**config.mk**
```make
export PLATFORM = sky130hd
export DESIGN_NAME = sap2_boot_ctl
export DESIGN_NICKNAME = d
export VERILOG_FILES = /design/src/rtl/sap2_boot_ctl.sv
export SDC_FILE = /design/constraint.sdc
export NUM_CORES = 1
export LEC_CHECK = 0
export CAP_MARGIN = 20
export CORE_UTILIZATION = 53
export DETAILED_ROUTE_END_ITERATION = 7
export PLACE_DENSITY_LB_ADDON = 0.2
export SYNTH_ARGS = -nofsm -noshare
export SYNTH_HDL_FRONTEND = slang
export SYNTH_SLANG_ARGS = --single-unit
export TNS_END_PERCENT = 100
```
**constraint.sdc**
```tcl
create_clock -name clk -period 3.7 [get_ports clk]
set_clock_uncertainty 0.2 [all_clocks]
set_input_delay 0.37 -clock clk [delete_from_list [all_inputs] [get_ports clk]]
set_output_delay 0.37 -clock clk [all_outputs]
set_load 0.01 [all_outputs]
```
**src/rtl/sap2_boot_ctl.sv**
```systemverilog
// ---------------------------------------------------------------------------
// sap2_boot_ctl
//
// Boot/run sequencer for the sap2_mini CPU. A boot first clears the CPU. It
// then streams the host program into CPU memory over a valid/ready handshake,
// driving prog/a/d. It clears the CPU a second time to release it, lets it
// run for a fixed window, and captures the CPU output word as the result.
//
// Ports
//   clk       in   clock, all state changes on the rising edge
//   clr_n     in   asynchronous active-low reset
//   start     in   one-cycle pulse, begins a boot from IDLE or DONE
//   abort     in   one-cycle pulse, returns to IDLE from any state
//   wr_valid  in   host program word valid
//   wr_data   in   host program word
//   wr_last   in   marks the final word of the program
//   wr_ready  out  controller accepts a word this cycle
//   cpu_out   in   CPU output register
//   prog      out  CPU programming enable
//   a         out  CPU program address
//   d         out  CPU program data
//   cpu_clr   out  CPU clear (active high)
//   busy      out  high in every state except IDLE and DONE
//   done      out  high in DONE
//   err       out  sticky address-overflow flag, cleared by the next start
//   result    out  cpu_out sampled on the last cycle of the run window
// ---------------------------------------------------------------------------
module sap2_boot_ctl #(
   parameter int AW         = 8,
   parameter int DW         = 12,
   parameter int CLR_CYCLES = 2,
   parameter int HOLD       = 2,
   parameter int RUN_CYCLES = 240
) (
   input  logic          clk,
   input  logic          clr_n,
   input  logic          start,
   input  logic          abort,
   input  logic          wr_valid,
   input  logic [DW-1:0] wr_data,
   input  logic          wr_last,
   output logic          wr_ready,
   input  logic [DW-1:0] cpu_out,
   output logic          prog,
   output logic [AW-1:0] a,
   output logic [DW-1:0] d,
   output logic          cpu_clr,
   output logic          busy,
   output logic          done,
   output logic          err,
   output logic [DW-1:0] result
);

   // One phase counter serves every timed phase. It is sized for the longest
   // phase, so it cannot wrap before a phase ends.
   localparam int MAX_A = (CLR_CYCLES > HOLD) ? CLR_CYCLES : HOLD;
   localparam int MAXC  = (MAX_A > RUN_CYCLES) ? MAX_A : RUN_CYCLES;
   localparam int CW    = (MAXC < 2) ? 1 : $clog2(MAXC);

   localparam logic [CW-1:0] CLR_LAST  = CW'(CLR_CYCLES - 1);
   localparam logic [CW-1:0] HOLD_LAST = CW'(HOLD - 1);
   localparam logic [CW-1:0] RUN_LAST  = CW'(RUN_CYCLES - 1);

   typedef enum logic [2:0] {
      st_idle,
      st_clr0,
      st_ld_wait,
      st_ld_hold,
      st_clr1,
      st_run,
      st_done
   } state_t;

   state_t        state;
   logic [CW-1:0] cnt;
   logic          last_q;

   // Sequencer. Every output is a register. Each output is written on the
   // edge that enters the state it belongs to, so it is already valid during
   // the first cycle of that state.
   //
   // Each timed phase starts with the counter at zero. The phase ends on the
   // edge where the counter reaches its terminal value, which gives exactly
   // N cycles in that state.
   //
   // Abort overrides everything except reset. It drops any word that is in
   // flight. It leaves result and err untouched so the host can still read
   // them after an abort.
   //
   // The address only advances once a word has finished its hold time. So
   // word k lands at address k. Overflow is detected when a word at the top
   // address finishes without wr_last.
   always_ff @(posedge clk or negedge clr_n) begin
      if (!clr_n) begin
         state    <= st_idle;
         cnt      <= '0;
         last_q   <= 1'b0;
         prog     <= 1'b0;
         a        <= '0;
         d        <= '0;
         cpu_clr  <= 1'b0;
         wr_ready <= 1'b0;
         busy     <= 1'b0;
         done     <= 1'b0;
         err      <= 1'b0;
         result   <= '0;
      end else if (abort) begin
         state    <= st_idle;
         cnt      <= '0;
         last_q   <= 1'b0;
         prog     <= 1'b0;
         a        <= '0;
         d        <= '0;
         cpu_clr  <= 1'b0;
         wr_ready <= 1'b0;
         busy     <= 1'b0;
         done     <= 1'b0;
      end else begin
         case (state)
            st_idle, st_done: begin
               if (start) begin
                  state   <= st_clr0;
                  cnt     <= '0;
                  last_q  <= 1'b0;
                  err     <= 1'b0;
                  a       <= '0;
                  d       <= '0;
                  prog    <= 1'b0;
                  cpu_clr <= 1'b1;
                  busy    <= 1'b1;
                  done    <= 1'b0;
               end
            end

            st_clr0: begin
               if (cnt == CLR_LAST) begin
                  state    <= st_ld_wait;
                  cnt      <= '0;
                  cpu_clr  <= 1'b0;
                  prog     <= 1'b1;
                  wr_ready <= 1'b1;
               end else begin
                  cnt <= cnt + 1'b1;
               end
            end

            st_ld_wait: begin
               if (wr_valid && wr_ready) begin
                  state    <= st_ld_hold;
                  cnt      <= '0;
                  d        <= wr_data;
                  last_q   <= wr_last;
                  wr_ready <= 1'b0;
               end
            end

            st_ld_hold: begin
               if (cnt == HOLD_LAST) begin
                  cnt <= '0;
                  if (last_q) begin
                     state   <= st_clr1;
                     prog    <= 1'b0;
                     cpu_clr <= 1'b1;
                     a       <= '0;
                     d       <= '0;
                  end else if (a == '1) begin
                     state <= st_idle;
                     err   <= 1'b1;
                     prog  <= 1'b0;
                     busy  <= 1'b0;
                     a     <= '0;
                     d     <= '0;
                  end else begin
                     state    <= st_ld_wait;
                     a        <= a + 1'b1;
                     wr_ready <= 1'b1;
                  end
               end else begin
                  cnt <= cnt + 1'b1;
               end
            end

            st_clr1: begin
               if (cnt == CLR_LAST) begin
                  state   <= st_run;
                  cnt     <= '0;
                  cpu_clr <= 1'b0;
               end else begin
                  cnt <= cnt + 1'b1;
               end
            end

            st_run: begin
               if (cnt == RUN_LAST) begin
                  state  <= st_done;
                  cnt    <= '0;
                  result <= cpu_out;
                  busy   <= 1'b0;
                  done   <= 1'b1;
               end else begin
                  cnt <= cnt + 1'b1;
               end
            end

            default: begin
               state    <= st_idle;
               cnt      <= '0;
               prog     <= 1'b0;
               cpu_clr  <= 1'b0;
               wr_ready <= 1'b0;
               busy     <= 1'b0;
               done     <= 1'b0;
            end
         endcase
      end
   end

endmodule
```
==> out/qor.csv, run 1 <==
metric,value,unit
r2r_cells,7,
first_iter_violations,213,
final_cells,416,
crit_arrival,2.61,ns
synth_top_area_share,0.470,
fin_setup_tns,0,ns
path_depth,6,
period_share,0.708,
yosys-top-cells-count,"dfrtp_1, nand2_1, nor2_1",
finalSetupViolations,0,
remaining_drc_errors,0,
r2r_slack,1.09,ns
yosys.area_share.adder,0.0141,
wl_per_cell,14.6,um
slowest_stage,clkdlybuf4s50_1,
path_buf_inv,3,
dp.cells,405,
yosysWarnings,0,
path_delay_family,buffers and inverters,
clk-insertion-delay-late,0.30,ns
synthDistinctLibCells,53,
fin_crit,2.62,ns
ys_async_sr_fraction,1.00,
synth-xor-area-share,0.00987,
synth_compound_area_frac,0.157,
ys.flop_type,dfrtp_1,
post_cts_buffers,0,
drv_slew,0,
row_count,25,
grt_max_degree,51,
io_pins,68,
syn_area_per_cell,9.50,um^2
worst-setup-path-type,primary input to flip-flop,
synth.net_count,313,
synth_area_leaders,"dfrtp_1, nand2_1, mux2_2",
worstHoldEndpoint,a[7],
synth_largest_area_cell,dfrtp_1,
antenna_cells,0,
dpl_cell_area,0.00339,mm^2
portBuffers,67,
grt_pass1_wl,10300,um
core_area,0.00479,mm^2
hold_class,flip-flop to flip-flop,
min_from,a[7],
grt_usage,0.250,
ir_worst_vdd,0.307,mV
cap_violations,0,
status,"complete, no violations",
synth.most_common_cell,dfrtp_1,
cts_tree,built,
initial_utilization,0.556,
synth_mux_area_frac,0.0997,
hold_depth,1,
synth_top_family_by_area,simple AND/OR/NAND/NOR gates,
die_area,0.00531,mm^2
worstReg2RegEnd,d[3],
synth-seq-cells,50,
fmax,0.382,GHz
worst_slew_pin_slew,0.599,ns
numCtsBuffers,5,
fillers,350,
dp_hpwl,4120,um
endpoint_kind,flip-flop,
powerDensity,461,mW/mm^2
globalplace.congestion,0.951,
viasPerCell,5.74,
cp_max_fo,20,
ctsResizeCount,0,
startpoint_type,primary input,
syn_area,0.00266,mm^2
grt.overflow.total,0,
hold_violations,0,
path_clk_slew,0.09,ns
area.growth.synth_to_final,32.8,%
die_h,72.9,um
grt_pass1_vias,2267,
worst_slew_margin_rel,0.598,
r2r_start,cnt[1],
dr_total_vias,2386,
cts_buffer_depth,2,
drtPass1Iterations,4,
synth_seq_area_share,0.470,
routed_wl,6070,um
crit_path_max_incr_delay,0.69,ns
htreeDepth,2,
holdBufCountCts,0,
synth_simple_gate_area_share,0.214,
p_leak,0.00155,uW
synth_edf_count,0,
drtAntennaViolNets,0,
root_buffer,clkbuf_8,
synthCells,280,
cts_num_sinks,50,
layout.nets,381,
cp_data_required_time,3.69,ns
antenna_found_initial,0,
rsz0062_at_grt,false,
drive_above_1_share,0.103,
die-width,72.9,um
cp_cell_sequence,clkdlybuf4s50_1 -> inv_1 -> nand3_1 -> nor2b_1 -> buf_4 -> mux2_2,
fin_area,0.00353,mm^2
[kinds of logic (layout without fill, tap and decap cells)]
family,Yosys count,after routing
and+or+nand+nor,116,116
AOI/OAI and AO/OA,61,61
DFF,50,50
muxes,25,25
buffers and inverters,22,91
adders and majority gates,3,3
xor gates and xnor gates,3,3
[registers in the layout, indices dropped and copies added (netlist names)]
register and flops:
a 8, busy 1, cnt 8, cpu_clr 1
d 12, done 1, err 1, last_q 1
prog 1, result 12, state 3, wr_ready 1
[power by group]
part | internal (uW) | switching (uW)
clock | 199 | 176
sequential | 586 | 47.4
combinational | 269 | 352
total | 1050 | 576
[worst max-delay path by stage]
| stage | from | endpoint |
|---|---|---|
| global placement | abort | result[6] |
| floorplan | cnt[1] | cnt[5] |
| CTS | abort | result[10] |
| detailed placement | abort | result[10] |
| global route | abort | result[7] |
| finish | abort | result[10] |
[placed cells by master, fill, tap and decap left out, types with 3 or more instances in the layout]
master	count
o21ai_1	3
a21oi_1	9
nand3_1	13
nor3_1	7
nor2_1	23
a31oi_1	3
mux2i_1	13
and3_1	6
buf_4	6
o21ai_0	17
inv_1	7
nand2_1	42
nor2b_1	5
clkbuf_8	5
ha_1	3
nand4_1	3
o41ai_1	3
mux2_2	12
clkdlybuf4s50_1	66
nand3b_1	3
o31ai_1	4
dfrtp_1	50
a22o_1	3
[layer usage]
metal | vias to the layer above | global-route usage | share of wire
met5 | - | 0 | 0
met4 | 0 | 0.0959 | 0.017
met3 | 10 | 0.0718 | 0.081
met2 | 92 | 0.389 | 0.45
met1 | 1138 | 0.330 | 0.45
li1 | 1146 | - | -
[per-stage QoR]
step                      hold slack, ns  total power, uW   util  setup slack [ns]
after global placement             0.284             1240  0.708             0.820
after global routing               0.335             1730  0.739             0.909
after floorplan                   -0.126             1070      -              1.42
final                              0.306             1630  0.739              1.08
after CTS                          0.105             1630  0.731              1.10
after detailed placement           0.283             1240  0.708             0.788
[layout make-up]
type	instances	area, um^2	area share
flip-flops and latches	50	1250	0.354
multi-input cells	208	1320	0.373
clock buffers	5	68.8	0.0195
clock inverters	3	40.0	0.0113
repair buffers	76	746	0.211
inverters	7	26.3	0.00743
well taps	67	83.8	0.0237
(Power assumes the default switching activity.)
==> run 2: changes to the inputs <==
Settings changed: CORE_UTILIZATION 53 to 49.
Clock period 3.7 ns to 2.5 ns, I/O delays scaled along.
==> run 2 against run 1 <==
  * Hold slack worse by 0.15 ns
  * Sequential power up 46%
  * Clock-buffer cell count unchanged
  * Routed wire length up 4.4%
  * Die area increased by 7.9%
  * Final cell count rose by 3.4%
  * Non-clock buffer count is 11 higher
  * First-iteration DRC count fell by 1.9%
  * Combinational power up 66%
  * Power increased by 56%
  * Critical endpoint is now d[1]
  * Largest power group is now combinational cells
==> out/qor.csv, run 2 (same netlist as run 1, synthesis figures left out) <==
metric,value,unit,change
wl_met2,2940,um,+7.3%
p_int,1640,uW,+56%
fin_setup_tns,0,ns,unchanged
crit_arrival,2.40,ns,-0.21 ns
grt.overflow.total,0,,unchanged
endpoint_kind,flip-flop,,
cts_tree,built,,
worst-setup-path-type,flip-flop to flip-flop,,
row_count,26,,+4.0%
path_clk_slew,0.10,ns,about the same
antenna_found_initial,0,,unchanged
portBuffers,67,,unchanged
die-width,75.7,um,+3.9%
grt_pass1_wl,10300,um,about the same
dp_hpwl,4620,um,+12%
fmax,0.422,GHz,
numCtsBuffers,5,,unchanged
powerDensity,698,mW/mm^2,+51%
die_area,0.00573,mm^2,+7.9%
grt_pass1_vias,2247,,-0.88%
hold_violations,0,,unchanged
ir_worst_vdd,0.356,mV,+16%
path_buf_inv,2,,-1
cp_data_required_time,2.53,ns,-1.16 ns
die_h,75.7,um,+3.9%
rsz0062_at_grt,false,,
drtAntennaViolNets,0,,unchanged
reg_top3,"d (12), result (12)",,
finalSetupViolations,0,,unchanged
status,"complete, no violations",,
seqPwrFrac,0.365,,-0.024
grt_usage,0.240,,-0.00988
drt-met1-wl,2810,um,+2.9%
layout.nets,392,,+2.9%
top_layer,met4,,
hold_class,primary input to asynchronous set/reset pin,,
area.growth.synth_to_final,36.5,%,
cp_max_fo,12,,-40%
drtPass1Iterations,4,,unchanged
remaining_drc_errors,0,,unchanged
crit_path_max_incr_delay,0.50,ns,-0.19 ns
drive_above_1_share,0.133,,+0.0302
initial_utilization,0.515,,-0.0416
p_leak,0.00161,uW,+3.8%
clkPwrFrac,0.230,,about the same
setup_ws,0.132,ns,-0.948 ns
fin_crit,2.37,ns,
path_delay_family,simple AND/OR/NAND/NOR gates,,
antenna_cells,0,,unchanged
cts_num_sinks,50,,unchanged
post_cts_buffers,0,,unchanged
routed_wl,6330,um,+4.4%
final_cell_mix,"clkdlybuf4s50_1, dfrtp_1, nand2_1, nor2_1, buf_4",,
netSwitchingPower,894,uW,+55%
final_common_cell,clkdlybuf4s50_1,,
io_pins,68,,unchanged
grt_max_degree,24,,-53%
dp.cells,421,,+4.0%
globalplace.congestion,0.899,,-5.4%
viasPerCell,5.60,,-2.3%
swShare,0.353,,-0.000523
wl_per_cell,14.7,um,+0.96%
cts_buffer_depth,2,,unchanged
startpoint_type,flip-flop,,
drv_slew,0,,unchanged
dp_worst_setup_slack,-0.0209,ns,-0.809 ns
slowest_stage,or3b_2,,
root_buffer,clkbuf_8,,
cp_cell_sequence,inv_1 -> ha_1 -> or3b_2 -> or2_4 -> a31oi_4 -> nand3_2 -> buf_12 -> mux2i_1,,
fillers,393,,+12%
met3RoutedLength,518,um,+5.1%
first_iter_violations,209,,-1.9%
core_area,0.00517,mm^2,+8.1%
worst_slew_margin_rel,0.490,,-0.107
finalPower,2530,uW,+56%
htreeDepth,2,,unchanged
cap_violations,0,,unchanged
dr_total_vias,2410,,+1.0%
period_share,0.947,,
worst_slew_pin_slew,0.760,ns,+0.161 ns
clk-insertion-delay-late,0.31,ns,about the same
final_cells,430,,+3.4%
power_frac_comb,0.405,,+0.024
-- run 2: cell count changes in the layout (fill, tap and decap cells not counted) --
cell      change
buf_2         -1
buf_4        +12
clkinv_2      -1
inv_6         +1
o31ai_1       -1
o31ai_2       +1
-- run 2: per-layer routing --
metal | GRT usage | up-vias
li1 | - | 1170
met1 | 0.327 | 1137
met2 | 0.375 | 98
met3 | 0.0714 | 5
met4 | 0.0638 | 0
met5 | 0 | -
-- run 2: worst register-to-register path, delay by kind of cell, from the launching register on --
kind	cells	cell delay (ns)
adders and majority gates	1	0.15
DFF	1	0.41
muxes	1	0.16
and+or+nand+nor	3	0.91
AOI/OAI and AO/OA	1	0.19
buffers and inverters	2	0.28
-- run 2: timing repair --
| item | CTS | global route |
|---|---|---|
| gates resized for setup | 1 | 0 |
| pin swaps | 0 | 1 |
| endpoints found under the setup margin | 5 | 8 |
| hold buffers | 1 | 0 |
| hold endpoints to repair | 27 | 0 |
-- run 2: worst paths after layout --
check                            from     end  slack (ns)  cells past startpoint
max                            cnt[1]    d[1]        0.13                      8
min                             clr_n    a[1]        0.16                      2
max reg2reg                    cnt[1]    d[1]        0.13                      8
min reg2reg                      a[7]    a[7]        0.30                      1
max in group asynchronous       clr_n  cnt[6]        1.33                      3
min in group clk           wr_data[3]    d[3]        0.27                      3
-- run 2: power by group through the flow --
stage | combinational [uW] | sequential (uW) | clock (uW)
floorplan | 639 | 944 | 0
global placement | 999 | 937 | 0
detailed placement | 1020 | 940 | 0
CTS | 1030 | 925 | 590
global route | 1110 | 935 | 623
finish | 1030 | 925 | 582
-- run 2: area by class of cell --
type | instances | area, um^2 | area share
Sequential cell | 50 | 1250 | 0.344
Tap cell | 70 | 87.6 | 0.0241
Multi-Input combinational cell | 208 | 1320 | 0.364
Clock inverter | 3 | 43.8 | 0.0121
Timing Repair Buffer | 87 | 831 | 0.229
Clock buffer | 5 | 68.8 | 0.0189
Inverter | 7 | 26.3 | 0.00723
-- run 2: per-stage QoR --
stage | area [um^2] | utilization | hold slack [ns]
2_1_floorplan | 2660 | - | -0.246
3_3_place_gp | 3500 | 0.678 | -0.0336
3_5_place_dp | 3500 | 0.678 | -0.0326
4_1_cts | 3630 | 0.702 | 0.176
5_1_grt | 3630 | 0.702 | 0.212
6_report | 3630 | 0.702 | 0.157
==> run 3: changes to the inputs <==
Settings changed: SETUP_SLACK_MARGIN set to 0.3.
==> run 3 against run 2 <==
  * Fmax grew 8.3%
  * Clock power fell by 18%
  * Highest routed layer unchanged
  * Critical path depth stayed put
  * Critical path type unchanged
  * Flip-flop and latch count unchanged
  * Global-route usage grew 0.56 points
  * First-iteration DRC count rose by 4.3%
  * Sequential share of layout area shrank 0.90 points
  * Utilization increased by 1.9 points
==> out/qor.csv, run 3 (same netlist as run 1, synthesis figures left out) <==
metric,value,unit,change
cts_buffer_depth,2,,unchanged
seqPwrFrac,0.361,,-0.004
die-width,75.7,um,unchanged
antenna_found_initial,0,,unchanged
ir_worst_vdd,0.402,mV,+13%
fillers,366,,-6.9%
initial_utilization,0.515,,unchanged
p_leak,0.00165,uW,+2.5%
area.growth.synth_to_final,40.2,%,
status,"complete, no violations",,
cts_tree,built,,
period_share,0.875,,-0.0723
routed_wl,6530,um,+3.2%
rsz0062_at_grt,true,,
path_clk_slew,0.09,ns,about the same
worst-setup-path-type,flip-flop to flip-flop,,
multi_input_area,0.00140,mm^2,+5.5%
final_common_cell,clkdlybuf4s50_1,,
netSwitchingPower,925,uW,+3.5%
crit_path_max_incr_delay,0.40,ns,-0.10 ns
antenna_cells,0,,unchanged
fmax,0.457,GHz,+8.3%
htreeDepth,2,,unchanged
crit_arrival,2.21,ns,-0.19 ns
seqCellArea,0.00125,mm^2,unchanged
numCtsBuffers,5,,unchanged
grt_pass1_vias,2340,,+4.1%
final_cell_mix,"clkdlybuf4s50_1, dfrtp_1, nand2_1, nor2_1, buf_4",,
cts_num_sinks,50,,unchanged
core_area,0.00517,mm^2,unchanged
endpoint_kind,flip-flop,,
dp_hpwl,4480,um,-2.9%
portBuffers,67,,unchanged
grt_pass1_wl,10500,um,+2.1%
hold_class,primary input to flip-flop,,
startpoint_type,flip-flop,,
p_int,1590,uW,-2.9%
powerDensity,675,mW/mm^2,-3.2%
reg_top3,"d (12), result (12)",,
viasPerCell,5.69,,+1.6%
drive_above_1_share,0.178,,+0.0443
worst_slew_margin_rel,0.592,,+0.102
dpl_cell_area,0.00348,mm^2,-0.64%
clkPwrFrac,0.190,,-0.040
drv_slew,0,,unchanged
drtAntennaViolNets,0,,unchanged
die_area,0.00573,mm^2,unchanged
grt_max_degree,51,,+110%
hold_slack,0.280,ns,+0.122 ns
worst_slew_pin_slew,0.611,ns,-0.148 ns
fin_crit,2.19,ns,-0.181 ns
grt_usage,0.245,,+0.00564
finalSetupViolations,0,,unchanged
wl_per_cell,15.0,um,+1.8%
fin_area,0.00373,mm^2,+2.7%
io_pins,68,,unchanged
drtPass1Iterations,4,,unchanged
cap_violations,0,,unchanged
cp_max_fo,12,,unchanged
row_count,26,,unchanged
cp_data_required_time,2.53,ns,about the same
first_iter_violations,218,,+4.3%
die_h,75.7,um,unchanged
clk-insertion-delay-late,0.30,ns,about the same
remaining_drc_errors,0,,unchanged
hold_violations,0,,unchanged
power_frac_comb,0.449,,+0.044
layout.nets,398,,+1.5%
globalplace.congestion,0.948,,+5.4%
grt.overflow.total,0,,unchanged
swShare,0.368,,+0.0148
root_buffer,clkbuf_8,,
cp_cell_sequence,inv_1 -> ha_1 -> or3b_4 -> or2_4 -> a31oi_4 -> nand3_2 -> buf_6 -> mux2i_1,,
slowest_stage,or3b_4,,
dr_total_vias,2482,,+3.0%
-- run 3: layout make-up --
type | instances | area share
inverters | 7 | 0.00704
clock inverters | 2 | 0.00470
clock buffers | 6 | 0.0195
well taps | 70 | 0.0235
repair buffers | 93 | 0.235
multi-input cells | 208 | 0.374
flip-flops and latches | 50 | 0.335
-- run 3: what timing repair did --
action	in CTS	in global routing
endpoints found under the setup margin	21	37
hold buffers	1	0
buffers inserted	8	0
hold endpoints to repair	50	0
pin swaps	1	2
resized for setup	2	18
-- run 3: path summary, 6_finish.rpt --
| path | slack (ns) | start | cells after the start | end |
|---|---|---|---|---|
| worst max register to register | 0.31 | cnt[1] | 8 | d[5] |
| max in group asynchronous | 1.32 | clr_n | 3 | cnt[3] |
| worst min register to register | 0.31 | prog | 1 | prog |
| worst max-delay path | 0.31 | cnt[1] | 8 | d[5] |
| worst min-delay path | 0.28 | wr_data[7] | 3 | d[7] |
| min in group asynchronous | 0.37 | clr_n | 3 | a[4] |
-- run 3: critical path: cells and delay by family (launching register included) --
| family | cells | cell delay [ns] |
|---|---|---|
| buf+inv | 2 | 0.26 |
| compound gates | 1 | 0.18 |
| mux | 1 | 0.18 |
| flops | 1 | 0.39 |
| fa+ha+maj | 1 | 0.14 |
| simple gates | 3 | 0.75 |
-- run 3: stage by stage --
stage / power, uW / std cells / TNS [ns] / setup WS, ns / utilization
after floorplan: 1590 / 280 / 0 / 0.311 / -
after global placement: 1910 / 419 / -0.00603 / -0.00603 / 0.673
after detailed placement: 1920 / 419 / -0.294 / -0.103 / 0.673
after CTS: 2470 / 436 / 0 / 0.310 / 0.706
after global routing: 2680 / 436 / 0 / 0.232 / 0.721
final: 2520 / 436 / 0 / 0.313 / 0.721
-- run 3: per-layer routing --
metal	vias up	routed length, um	GRT usage
met5	-	0	0
met4	0	61	0.0597
met3	6	569	0.0913
met2	95	3070	0.395
met1	1201	2830	0.316
li1	1180	-	-
-- run 3: power by group through the flow --
stage | clock network (uW) | logic [uW] | registers, uW
finish | 479 | 1130 | 910
global route | 526 | 1230 | 917
CTS | 494 | 1070 | 908
detailed placement | 0 | 990 | 929
global placement | 0 | 982 | 928
floorplan | 0 | 645 | 944
